[config.mk]
export PLATFORM = sky130hd
export DESIGN_NAME = dpram_port_arbiter_flat
export DESIGN_NICKNAME = d
export VERILOG_FILES = /design/src/rtl/dpram_port_arbiter_if.sv /design/src/rtl/dpram_port_arbiter.sv /design/src/flat_wrapper.sv
export SDC_FILE = /design/constraint.sdc
export NUM_CORES = 1
export LEC_CHECK = 0
export BUFFER_PORTS_ARGS = -buffer_cell sky130_fd_sc_hd__buf_4
export CORE_MARGIN = 2
export CORE_UTILIZATION = 41
export DETAILED_ROUTE_END_ITERATION = 8
export GPL_TIMING_DRIVEN = 0
export PLACE_DENSITY = 0.95
export SLEW_MARGIN = 15
export SYNTH_ARGS = -nofsm -noshare
export SYNTH_HDL_FRONTEND = slang
export SYNTH_SLANG_ARGS = --single-unit
[constraint.sdc]
create_clock -name clock -period 4.6 [get_ports clock]
set_input_delay 0.69 -clock clock [delete_from_list [all_inputs] [get_ports clock]]
set_output_delay 0.69 -clock clock [all_outputs]
set_load 0.05 [all_outputs]
[src/rtl/dpram_port_arbiter_if.sv]
// Requester-side bundle of the shared RAM port arbiter: packed per-requester
// request/address/data lanes and the one-hot ack/rvalid returns.
interface dpram_port_arbiter_if #(
  parameter int NUM_REQ    = 3,
  parameter int ADDR_WIDTH = 15,
  parameter int DATA_WIDTH = 8
);
  logic [NUM_REQ-1:0]            req;
  logic [NUM_REQ-1:0]            lock;
  logic [NUM_REQ-1:0]            wren_in;
  logic [NUM_REQ*ADDR_WIDTH-1:0] addr_in;
  logic [NUM_REQ*DATA_WIDTH-1:0] wdata_in;
  logic [NUM_REQ-1:0]            ack;
  logic [NUM_REQ-1:0]            rvalid;
  logic [DATA_WIDTH-1:0]         rdata;

  modport master (output req, lock, wren_in, addr_in, wdata_in,
                  input  ack, rvalid, rdata);
  modport slave  (input  req, lock, wren_in, addr_in, wdata_in,
                  output ack, rvalid, rdata);
endinterface

[src/rtl/dpram_port_arbiter.sv]
// Round-robin arbiter sharing one port of a dual-port RAM, with bounded burst
// locking and 1-cycle read-return steering. DPRAM_ARB_PRIO0_EN gives requester 0 absolute priority.
module dpram_port_arbiter #(
  parameter int NUM_REQ    = 3,
  parameter int ADDR_WIDTH = 15,
  parameter int DATA_WIDTH = 8,
  parameter int MAX_BURST  = 4
) (
  input  logic                  clock,
  input  logic                  reset,
  dpram_port_arbiter_if.slave   bus,
  output logic                  ram_enable,
  output logic                  ram_wren,
  output logic [ADDR_WIDTH-1:0] ram_address,
  output logic [DATA_WIDTH-1:0] ram_data,
  input  logic [DATA_WIDTH-1:0] ram_q
);
  localparam int IW = (NUM_REQ > 1) ? $clog2(NUM_REQ) : 1;
  localparam logic [3:0] MAXB = 4'(MAX_BURST);

  logic [IW-1:0]      last;
  logic               owner_valid;
  logic [3:0]         burst_cnt;
  logic [NUM_REQ-1:0] rd_tag;

  logic               granted, locked_hit, preempt;
  logic [IW-1:0]      gidx;
  logic [IW:0]        rr_sum;
  logic [NUM_REQ-1:0] ack_c;

  always_comb begin
    granted    = 1'b0;
    locked_hit = 1'b0;
    preempt    = 1'b0;
    gidx       = last;
    rr_sum     = '0;
    if (owner_valid && bus.req[last] && burst_cnt < MAXB) begin
      granted    = 1'b1;
      locked_hit = 1'b1;
    end else begin
      // scan from last+1 with wrap; first asserted request wins
      for (int k = 1; k <= NUM_REQ; k++) begin
        rr_sum = {1'b0, last} + (IW+1)'(k);
        if (rr_sum >= (IW+1)'(NUM_REQ)) rr_sum = rr_sum - (IW+1)'(NUM_REQ);
        if (!granted && bus.req[rr_sum[IW-1:0]]) begin
          granted = 1'b1;
          gidx    = rr_sum[IW-1:0];
        end
      end
    end
`ifdef DPRAM_ARB_PRIO0_EN
    if (bus.req[0] && !(locked_hit && last == '0)) begin
      preempt    = 1'b1;
      granted    = 1'b1;
      locked_hit = 1'b0;
      gidx       = '0;
    end
`endif
    if (reset) granted = 1'b0;
  end

  always_comb begin
    ack_c       = '0;
    ram_enable  = 1'b0;
    ram_wren    = 1'b0;
    ram_address = '0;
    ram_data    = '0;
    if (granted) begin
      ack_c[gidx] = 1'b1;
      ram_enable  = 1'b1;
      ram_wren    = bus.wren_in[gidx];
      ram_address = bus.addr_in[gidx*ADDR_WIDTH +: ADDR_WIDTH];
      ram_data    = bus.wdata_in[gidx*DATA_WIDTH +: DATA_WIDTH];
    end
  end

  always_ff @(posedge clock or posedge reset) begin
    if (reset) begin
      last        <= IW'(NUM_REQ-1);
      owner_valid <= 1'b0;
      burst_cnt   <= '0;
      rd_tag      <= '0;
    end else begin
      rd_tag <= ack_c & ~bus.wren_in;
      if (granted) begin
        last <= gidx;
        // only a continued locked burst counts up; an RR re-grant restarts it
        if (locked_hit) burst_cnt <= (burst_cnt >= MAXB) ? MAXB : burst_cnt + 4'd1;
        else            burst_cnt <= 4'd1;
        owner_valid <= preempt ? 1'b0 : bus.lock[gidx];
      end else begin
        owner_valid <= 1'b0;
        burst_cnt   <= '0;
      end
    end
  end

  assign bus.ack    = ack_c;
  assign bus.rvalid = rd_tag;
  assign bus.rdata  = ram_q;
endmodule

[src/flat_wrapper.sv]
// flat-port wrapper written by rule: the top's interface ports become plain ports
module dpram_port_arbiter_flat 
#(
  parameter int NUM_REQ    = 3,
  parameter int ADDR_WIDTH = 15,
  parameter int DATA_WIDTH = 8,
  parameter int MAX_BURST  = 4
)
  (clock, reset, ram_enable, ram_wren, ram_address, ram_data, ram_q, bus_req, bus_lock, bus_wren_in, bus_addr_in, bus_wdata_in, bus_ack, bus_rvalid, bus_rdata);
  dpram_port_arbiter_if #(.NUM_REQ(NUM_REQ), .ADDR_WIDTH(ADDR_WIDTH), .DATA_WIDTH(DATA_WIDTH)) bus_i ();
  input  logic clock;
  input  logic reset;
  output logic ram_enable;
  output logic ram_wren;
  output logic [ADDR_WIDTH-1:0] ram_address;
  output logic [DATA_WIDTH-1:0] ram_data;
  input  logic [DATA_WIDTH-1:0] ram_q;
  input wire logic [$bits(bus_i.req)-1:0] bus_req;
  input wire logic [$bits(bus_i.lock)-1:0] bus_lock;
  input wire logic [$bits(bus_i.wren_in)-1:0] bus_wren_in;
  input wire logic [$bits(bus_i.addr_in)-1:0] bus_addr_in;
  input wire logic [$bits(bus_i.wdata_in)-1:0] bus_wdata_in;
  output wire logic [$bits(bus_i.ack)-1:0] bus_ack;
  output wire logic [$bits(bus_i.rvalid)-1:0] bus_rvalid;
  output wire logic [$bits(bus_i.rdata)-1:0] bus_rdata;
  assign bus_i.req = bus_req;
  assign bus_i.lock = bus_lock;
  assign bus_i.wren_in = bus_wren_in;
  assign bus_i.addr_in = bus_addr_in;
  assign bus_i.wdata_in = bus_wdata_in;
  assign bus_ack = bus_i.ack;
  assign bus_rvalid = bus_i.rvalid;
  assign bus_rdata = bus_i.rdata;
  dpram_port_arbiter #(.NUM_REQ(NUM_REQ), .ADDR_WIDTH(ADDR_WIDTH), .DATA_WIDTH(DATA_WIDTH), .MAX_BURST(MAX_BURST)) u_core (.clock(clock), .reset(reset), .bus(bus_i), .ram_enable(ram_enable), .ram_wren(ram_wren), .ram_address(ram_address), .ram_data(ram_data), .ram_q(ram_q));
endmodule
==> run summary <==
The Yosys step of the flow raised 0 warnings. The number of standard cells after synthesis came out at 142. The tightest min-delay check is of the register to register type.

The tools report the total count of hold-check failures in the final report as 0. The wire length after detailed routing came out at 4.39 mm. The fraction of final layout cells with drive strength greater than 1 is 0.608.

The worst setup path is launched from a register. After synthesis, the cell types taking the most area are mux2i_1 (20%), dfrtp_1 (16%), o2bb2ai_1 (11%). After synthesis the netlist holds a flip-flop and latch count of 10. The share of synthesized registers carrying an async set or reset works out to 1.00. STA classifies the critical path endpoint as an output pin. The run gives 21 as the number of placement rows.

The number of antenna violations at the first check in global routing was 0. Total global-route track usage: 0.217. The commonest cells after synthesis are mux2i_1 (28), o2bb2ai_1 (17), buf_4 (10).

The number of pins with negative max-slew slack in the final report was 0. The synthesized design contains 0 enable-type register cells. The residual overflow from global routing came out at 0. The number of different library cells used by synthesis comes to 44. Most area-hungry cell type in the Yosys netlist: mux2i_1. The logs give 251 MHz for the highest clock frequency the design can meet and 0.27 ns for the later-pin clock latency in the skew report. The logs give 3310 µm² for the standard cell core area and 34 for the count of routing violations after the opening detailed-route iteration. The data arrival time of the critical path was 3.30 ns. The via count of the first global-routing pass was 1554.

The final critical path time including I/O delays and setup works out to 3.99 ns. The average via count per standard cell works out to 5.09. The run gives 127 as the number of top-level design ports.

Number of sinks on the clock net: 10. The worst endpoint required time was 3.91 ns. The category of the critical setup timing path was register to output pin. The tools report the number of nets in the synthesized netlist as 235.

The number of antenna diodes in the final layout is 0. The run finished with clean final reports. The die span in y was 62.5 µm. For the number of vias after detailed routing, the log shows 1572. The analysis attributes to cell leakage a power of 1.25 nW. The netlist area before placement is 1400 µm². Flip-flop cell with the highest count after synthesis: dfrtp_1.

TritonCTS created 3 clock buffers. Share of the yosys chip area belonging to registers: 0.179. The number of H-tree levels was 1.

The count of maximum capacitance violations was 0. The number of antenna-violating nets in the routed design is 0, and the number of setup buffers added after CTS is 0. Routability-driven placement finished with a final weighted congestion of 0.892. A synthesized cell averages 9.89 µm².

Relative to the synthesized area, the layout overhead comes to 69.3%. Entering global routing, the biggest net connects 13 pins. The first TritonRoute pass finished after 4 iterations.

The post-route non-filler standard cell count is 309. The internal reg-to-reg setup slack came out at 1.90 ns. Counting the fill cells in the layout gives 287. TritonCTS built the clock tree. In this run the power density over the cells is 795 nW/µm². In the final design database the tool counted 357 nets. The clock passes through at most 2 buffers. In this run, post-CTS repair resized a total of 0 instances. The die covers 3910 µm². Across the routed clock network, the largest skew measured is 0.00108 ns.

Setup repair after global routing left no endpoint under its margin. The buffer type at the clock tree root is clkbuf_4. The first global-routing pass estimated 6.91 mm of wire. The share of the synthesized area in the top cell type was 0.200; the initial core utilization was 0.424. The run gives 0 as the count of endpoints failing setup in the final report. The maximum fanout along the worst path was 10. Buffers placed on the I/O ports in this run total 117. The most common cell in the synthesized netlist is mux2i_1. The run gives 3.76 mm as the HPWL after detailed placement.

For this run, design rule violations remaining after detail routing come to 0. The maximum vdd ir drop is 0.603 mV. The routed wire length per instance was 14.2 µm.

Clock-pin slew was measured on the worst setup and hold paths at 0.07 ns. The cell count after placement was 305; the count of hold-fix buffers inserted at cts was 0. The floorplan step set the die width to 62.5 µm. The share of the cycle needed by the critical path after routing is 0.867. Sum of negative setup slack: 0 ns.
[final cells by class]
class                           instances  area [µm²]  area share
Buffer                                 19         166      0.0700
Clock buffer                            4        36.3      0.0153
Inverter                                4        15.0     0.00632
Multi-Input combinational cell        109         971       0.409
Sequential cell                        10         251       0.106
Tap cell                               46        57.6      0.0242
Timing Repair Buffer                  117         878       0.370
[per-layer routing]
metal  global-route usage  up-vias  wire length [µm]
li1                     -      779                 -
met1                0.248      718              1670
met2                0.402       67              2320
met3               0.0486        8               334
met4               0.0611        0                72
met5                    0        -                 0
[flip-flops by register name, indices dropped and copies added (netlist names)]
| signal | cells |
|---|---|
| u_core.owner_valid | 1 |
| u_core.last | 2 |
| u_core.bus.rvalid | 3 |
| u_core.burst_cnt | 4 |
[through the flow]
stage          setup slack, ns  instance area [µm²]  power (mW)  utilization  hold slack [ns]
4_1_cts                  0.656                 2380        1.90        0.718            0.476
2_1_floorplan            0.902                 1400        1.39            -            0.436
6_report                 0.614                 2380        1.89        0.718            0.478
3_5_place_dp             0.967                 2340        1.81        0.707            0.464
5_1_grt                  0.475                 2380        1.99        0.718            0.489
3_3_place_gp             0.994                 2340        1.79        0.707            0.456
[cell families (layout without fill, tap and decap cells)]
family | Yosys count | in the layout | share of synthesized area
AO/OA/AOI/OAI | 46 | 46 | 0.307
adder cells (fa/ha/maj) | 5 | 5 | 0.0446
buffers and inverters | 23 | 144 | 0.129
flip-flops | 10 | 10 | 0.179
multiplexers | 29 | 29 | 0.210
other | 1 | 1 | 0.00267
AND/OR/NAND/NOR | 28 | 28 | 0.127
[final timing paths]
kind / startpoint / to / depth (start not counted)
max in group asynchronous: reset / u_core.last[1] / 2
min in group asynchronous: reset / u_core.burst_cnt[3] / 2
min reg2reg: u_core.burst_cnt[0] / u_core.burst_cnt[0] / 1
min: u_core.burst_cnt[0] / u_core.burst_cnt[0] / 1
max reg2reg: u_core.last[1] / u_core.bus.rvalid[1] / 9
max: u_core.last[1] / ram_address[9] / 11
[power breakdown]
part | internal, mW | switching (mW)
combinational | 0.617 | 1.07
sequential | 0.111 | 0.0114
clock | 0.0481 | 0.0322
[critical path, cell delays in order (launching register included)]
cell	delay, ns
dfstp_2	0.57
inv_1	0.11
ha_1	0.35
mux2i_1	0.30
o21ai_1	0.16
o32ai_1	0.47
a32oi_1	0.11
buf_4	0.22
buf_6	0.17
mux2i_1	0.14
o2bb2ai_1	0.19
buf_4	0.23
[layout by cell type, fill, tap and decap left out, types with 4 or more instances in the layout]
cell type / netlist / layout
buf_4: 10 / 127
mux2i_1: 28 / 28
dfrtp_1: 9 / 9
ha_1: 5 / 5
o2bb2ai_2: 8 / 8
inv_1: 4 / 4
o2bb2ai_1: 17 / 17
buf_6: 6 / 6
nor2_1: 7 / 7
Power figures use the tool's default switching activity.
